File: src/rtl/dsp48e2.sv
// dsp48e2: behavioural DSP48E2-style slice with a 27x18 signed multiplier,
// W/X/Y/Z operand muxes and a 48-bit ALU that can split into SIMD lanes.
module dsp48e2 #(
  parameter string USE_SIMD = "ONE48",
  parameter string USE_MULT = "MULTIPLY",
  parameter int    AREG     = 1,
  parameter int    BREG     = 1,
  parameter int    CREG     = 1,
  parameter int    PREG     = 1
) (
  input  logic        clock,
  input  logic        reset,
  input  logic [29:0] a,
  input  logic [17:0] b,
  input  logic [47:0] c,
  input  logic        carryin,
  input  logic [3:0]  alumode,
  input  logic [8:0]  opmode,
  input  logic        cea,
  input  logic        ceb,
  input  logic        cec,
  input  logic        cep,
  output logic [47:0] p,
  output logic [3:0]  carryout
);
  localparam int NL = (USE_SIMD == "FOUR12") ? 4 : (USE_SIMD == "TWO24") ? 2 : 1;
  localparam int LW = 48 / NL;
  localparam bit MUL_ON = (USE_MULT == "MULTIPLY") && (USE_SIMD == "ONE48");
  logic [29:0] w_a;
  logic [17:0] w_b;
  logic [47:0] w_c, w_ab, w_m, w_pfb, w_x, w_y, w_z, w_w, w_ar, w_lg, w_alu;
  logic signed [47:0] w_ma, w_mb;
  logic [NL-1:0] w_lc;
  logic [3:0] w_co;
  logic w_arith, w_y2;
  if (AREG != 0) begin : g_areg
    logic [29:0] r_a;
    always_ff @(posedge clock or negedge reset)
      if (!reset) r_a <= '0;
      else if (cea) r_a <= a;
    assign w_a = r_a;
  end else begin : g_acomb
    assign w_a = a;
  end
  if (BREG != 0) begin : g_breg
    logic [17:0] r_b;
    always_ff @(posedge clock or negedge reset)
      if (!reset) r_b <= '0;
      else if (ceb) r_b <= b;
    assign w_b = r_b;
  end else begin : g_bcomb
    assign w_b = b;
  end
  if (CREG != 0) begin : g_creg
    logic [47:0] r_c;
    always_ff @(posedge clock or negedge reset)
      if (!reset) r_c <= '0;
      else if (cec) r_c <= c;
    assign w_c = r_c;
  end else begin : g_ccomb
    assign w_c = c;
  end
  assign w_ab = {w_a, w_b};
  assign w_ma = {{21{w_a[26]}}, w_a[26:0]};
  assign w_mb = {{30{w_b[17]}}, w_b};
  assign w_m  = MUL_ON ? w_ma * w_mb : '0;
  assign w_x = opmode[1:0] == 2'b01 ? w_m : opmode[1:0] == 2'b10 ? w_pfb : opmode[1:0] == 2'b11 ? w_ab : '0;
  assign w_y = opmode[3:2] == 2'b10 ? '1 : opmode[3:2] == 2'b11 ? w_c : '0;
  assign w_z = opmode[6:4] == 3'b010 ? w_pfb : opmode[6:4] == 3'b011 ? w_c : '0;
  assign w_w = opmode[8:7] == 2'b01 ? w_pfb : opmode[8:7] == 2'b11 ? w_c : '0;
  assign w_arith = alumode[3:2] == 2'b00;
  assign w_y2 = opmode[3:2] == 2'b10;
  // Each lane sums with 3 guard bits so no carry or borrow leaks into its neighbour.
  for (genvar i = 0; i < NL; i++) begin : g_lane
    logic [LW+2:0] w_zl, w_s, w_t, w_d, w_n;
    assign w_zl = {3'b000, w_z[i*LW +: LW]};
    assign w_s  = {3'b000, w_w[i*LW +: LW]} + {3'b000, w_x[i*LW +: LW]} + {3'b000, w_y[i*LW +: LW]}
                + {{(LW+2){1'b0}}, (i == 0) && carryin};
    assign w_t  = w_zl + w_s;
    assign w_d  = w_zl - w_s;
    assign w_n  = w_s - w_zl - {{(LW+2){1'b0}}, 1'b1};
    assign w_ar[i*LW +: LW] = alumode == 4'b0000 ? w_t[LW-1:0] : alumode == 4'b0010 ? ~w_t[LW-1:0]
                            : alumode == 4'b0011 ? w_d[LW-1:0] : w_n[LW-1:0];
    assign w_lc[i] = alumode == 4'b0011 ? w_zl >= w_s : alumode == 4'b0001 ? w_s > w_zl : |w_t[LW+2:LW];
  end
  always_comb begin
    w_co = '0;
    for (int i = 0; i < NL; i++) w_co[(i + 1) * (4 / NL) - 1] = w_lc[i] & w_arith;
  end
  always_comb begin
    case (alumode)
      4'b0100, 4'b0111: w_lg = w_y2 ? ~(w_x ^ w_z) : w_x ^ w_z;
      4'b0101, 4'b0110: w_lg = w_y2 ? w_x ^ w_z : ~(w_x ^ w_z);
      4'b1100:          w_lg = w_y2 ? w_x | w_z : w_x & w_z;
      4'b1101:          w_lg = w_y2 ? w_x | ~w_z : w_x & ~w_z;
      4'b1110:          w_lg = w_y2 ? ~(w_x | w_z) : ~(w_x & w_z);
      4'b1111:          w_lg = w_y2 ? ~w_x & w_z : ~w_x | w_z;
      default:          w_lg = '0;
    endcase
  end
  assign w_alu = w_arith ? w_ar : w_lg;
  if (PREG != 0) begin : g_preg
    logic [47:0] r_p;
    logic [3:0]  r_co;
    always_ff @(posedge clock or negedge reset)
      if (!reset) begin
        r_p  <= '0;
        r_co <= '0;
      end else if (cep) begin
        r_p  <= w_alu;
        r_co <= w_co;
      end
    assign p = r_p;
    assign carryout = r_co;
    assign w_pfb = r_p;
  end else begin : g_pcomb
    assign p = w_alu;
    assign carryout = w_co;
    assign w_pfb = '0;
  end
endmodule

File: config.mk
export PLATFORM = sky130hd
export DESIGN_NAME = dsp48e2
export DESIGN_NICKNAME = d
export VERILOG_FILES = /design/src/rtl/dsp48e2.sv
export SDC_FILE = /design/constraint.sdc
export NUM_CORES = 2
export LEC_CHECK = 0
export ABC_AREA = 1
export CORE_MARGIN = 3
export CORE_UTILIZATION = 55
export CTS_CLUSTER_SIZE = 25
export DETAILED_ROUTE_END_ITERATION = 7
export PLACE_DENSITY = 0.84
export SETUP_SLACK_MARGIN = 0.2
export SLEW_MARGIN = 20
export SYNTH_ARGS = -nofsm -noshare
export SYNTH_HDL_FRONTEND = slang
export SYNTH_SLANG_ARGS = --single-unit
File: constraint.sdc
create_clock -name clock -period 10.8 [get_ports clock]
set_input_delay 1.62 -clock clock [delete_from_list [all_inputs] [get_ports clock]]
set_output_delay 1.62 -clock clock [all_outputs]
set_load 0.02 [all_outputs]
==> flow_summary_export.csv <==
group,metric,value,unit
outcome,status,"finished with violations",
outcome,violations,"DRC",
yosys,synth_compound_area_share,15.7,%
global_routing,grt_pass1_wl,321000,um
yosys,synthXorXnorAreaFrac,3.33,%
yosys,synthSimpleGateAreaFrac,23.1,%
finish,drive_above_1_share,20.8,%
setup_path,end_kind,"flip-flop",
timing,fin_skew,0.0255,ns
timing,setup_viol,0,
setup_path,critPathKind,"reg -> reg",
yosys,synth_area,46800,sq um
yosys,synth_top_family_by_area,"adder cells",
timing,rsz0062_at_grt,"true",
floorplan,dieArea,88600,sq um
yosys,synth-main-ff-cell,"dfrtp_1",
placed_design,placed_cell_area,56000,sq um
drt,first_iter_violations,7383,
placed_design,hpwl,177000,um
clock_tree,path_clk_slew,0.08,ns
drt,postRouteAntennaNets,0,
timing,fin_crit,10.74,ns
clock_tree,postCtsHoldBufs,0,
global_routing,grt_max_degree,97,
clock_tree,cts_sinks,145,
setup_path,rr_worst_depth,56,
timing,slew_violations,0,
yosys,synthArstFlopShare,100,%
floorplan,die_h,298,um
clock_tree,cts.htree.levels,4,
yosys,synth_seq_cells,145,
setup_path,slowest_delay,0.58,ns
worst_hold_path,hold_path_class,"reg -> reg",
finish,layout_commonest_cell,"nand2_1",
drt,vias_per_cell,6.12,
floorplan,die_w,298,um
timing,relSlewSlack,23.9,%
drt,drc,112,
setup_path,cpMostUsedCell,"nand2_1",
clock_tree,clock_path_buffers,2,
drt,routed_wl,231000,um
worst_hold_path,hold_end,"g_areg.r_a[29]",
finish,final_core_util,71.6,%
setup_path,r2r_slack,0.06,ns
clock_tree,numCtsBuffers,17,
yosys,synthTopCellsByArea,"fa_1 (22%), nand2_1 (14%), ha_1 (13%)",
finish,final_nets,9089,
setup_path,r2r_end,"p[40]",
clock_tree,insertion_delay,0.55,ns
drt,via_count,55990,
clock_tree,root_buffer,"clkbuf_16",
timing,hold_viol,0,
floorplan,ioPinCount,168,
yosys,synth_top_area_cell,"fa_1",
timing,whs,0.565,ns
yosys,yosys.area.top_type_share,22.1,%
timing,max_freq,93.1,MHz
placed_design,port_buffers,164,
finish,final_cell_mix,"nand2_1 (1647), inv_1 (1492), buf_4 (931)",
yosys,synth_edf_count,0,
floorplan,start_util,55.7,%
placed_design,placed_cells,9023,
clock_tree,cts_tree,"done",
finish,area_growth,28.6,%
global_routing,grt_pass1_vias,54784,
yosys,synth_mux_area_share,0.308,%
worst_hold_path,min_from,"g_areg.r_a[29]",
drt,dr.pass1.iters,8,
setup_path,cpMaxStageDelayCell,"fa_1",
setup_path,cp_max_fo,13,
setup_path,arrival,11.16,ns
floorplan,num_rows,106,
finish,design_area,60100,sq um
setup_path,path_delay_family,"adder cells",
job,drv_cap,0,
yosys,ys_warn_count,0,
timing,fin_crit_sh,99.4,%
setup_path,cp-start-kind,"flip-flop",
yosys,syn-instance-count,7099,
finish,final_cell_count_no_fill,9142,
floorplan,core,84000,sq um
global_routing,overflow,0,
drt,wl_per_cell,25.3,um
yosys,synth_seq_area_share,7.76,%
timing,tightest_slew,1.14,ns
global_routing,grt.total_usage,48.1,%
yosys,avgSynthCellArea,6.59,sq um
setup_path,crit_buf_inv,16,
setup_path,crit_required,11.22,ns
worst_hold_path,hold_depth,2,
global_routing,antenna_found_initial,15,
placed_design,globalplace.congestion,1.11,
yosys,yosysUniqueCellTypes,68,
yosys,synth_fa_ha_area_share,34.7,%
setup_path,r2r-start,"g_areg.r_a[12]",
-- cell usage after synthesis (all sizes together) (22+ instances only) --
master and instances:
a21o 28, a21oi 400, a31oi 23, buf 105, clkbuf 193, dfrtp 145, fa 516, ha 471
inv 1549, nand2 1761, nand3 284, nand4 39, nor2 479, nor3 34, o211ai 43, o21ai 449
o21bai 53, o22ai 148, or2 22, xnor2 53, xor2 125
-- layer usage --
metal	part of all wire [%]	GRT usage, %	vias up
met1	33	56.1	25840
met2	42	74.9	4706
li1	-	-	23750
met4	11	36.4	23
met3	13	13.6	1671
met5	0.25	2.11	-
-- flip-flops by register name, indices dropped and copies added, names as in the netlist --
signal      count
p              48
g_breg.r_b     18
g_areg.r_a     30
carryout        1
g_creg.r_c     48
-- what timing repair did --
item / 4_1_cts / 5_1_grt
endpoints found under the setup margin: 23 / 30
pin swaps: 28 / 184
endpoints found under the hold margin: 0 / 0
setup buffers: 10 / 65
gates resized for setup: 133 / 585
gates cloned: 1 / 2
-- cell type report --
cell class	count	area, sq um
clock inverters	14	121
multi-input cells	5102	38800
repair buffers	1164	9810
well taps	1134	1420
fillers	6646	23800
flip-flops and latches	145	3640
inverters	1556	5850
diodes	9	22.5
clock buffers	18	439
-- how the worst max path moves through the flow --
stage,from,endpoint,cells past startpoint
2_1_floorplan,g_areg.r_a[7],carryout[3],56
3_3_place_gp,g_breg.r_b[3],p[40],53
3_5_place_dp,g_areg.r_a[8],p[40],51
4_1_cts,g_breg.r_b[6],p[40],53
5_1_grt,g_breg.r_b[14],p[40],56
6_report,g_areg.r_a[12],p[40],56
-- metrics by stage --
stage | worst slack [ns] | TNS [ns]
detailed placement | -0.660 | -5.51
finish | 0.0629 | 0
floorplan | 1.26 | 0
CTS | 0.186 | 0
global route | -0.300 | -3.95
global placement | -0.609 | -3.65
-- worst min-delay path, delay by kind of cell (launching register included) --
| kind | cells | cell delay [ns] |
|---|---|---|
| buffers and inverters | 1 | 0.07 |
| AOI/OAI and AO/OA | 1 | 0.13 |
| DFF | 1 | 0.33 |
-- kinds of logic after synthesis --
logic type	Yosys count
other	1
adders and majority gates	987
and+or+nand+nor	2658
muxes	14
xor gates and xnor gates	178
buffers and inverters	1854
DFF	145
AOI/OAI and AO/OA	1262
Power is not shown: default switching activity piles up to over one toggle a cycle in this logic, so the estimate is an artifact.
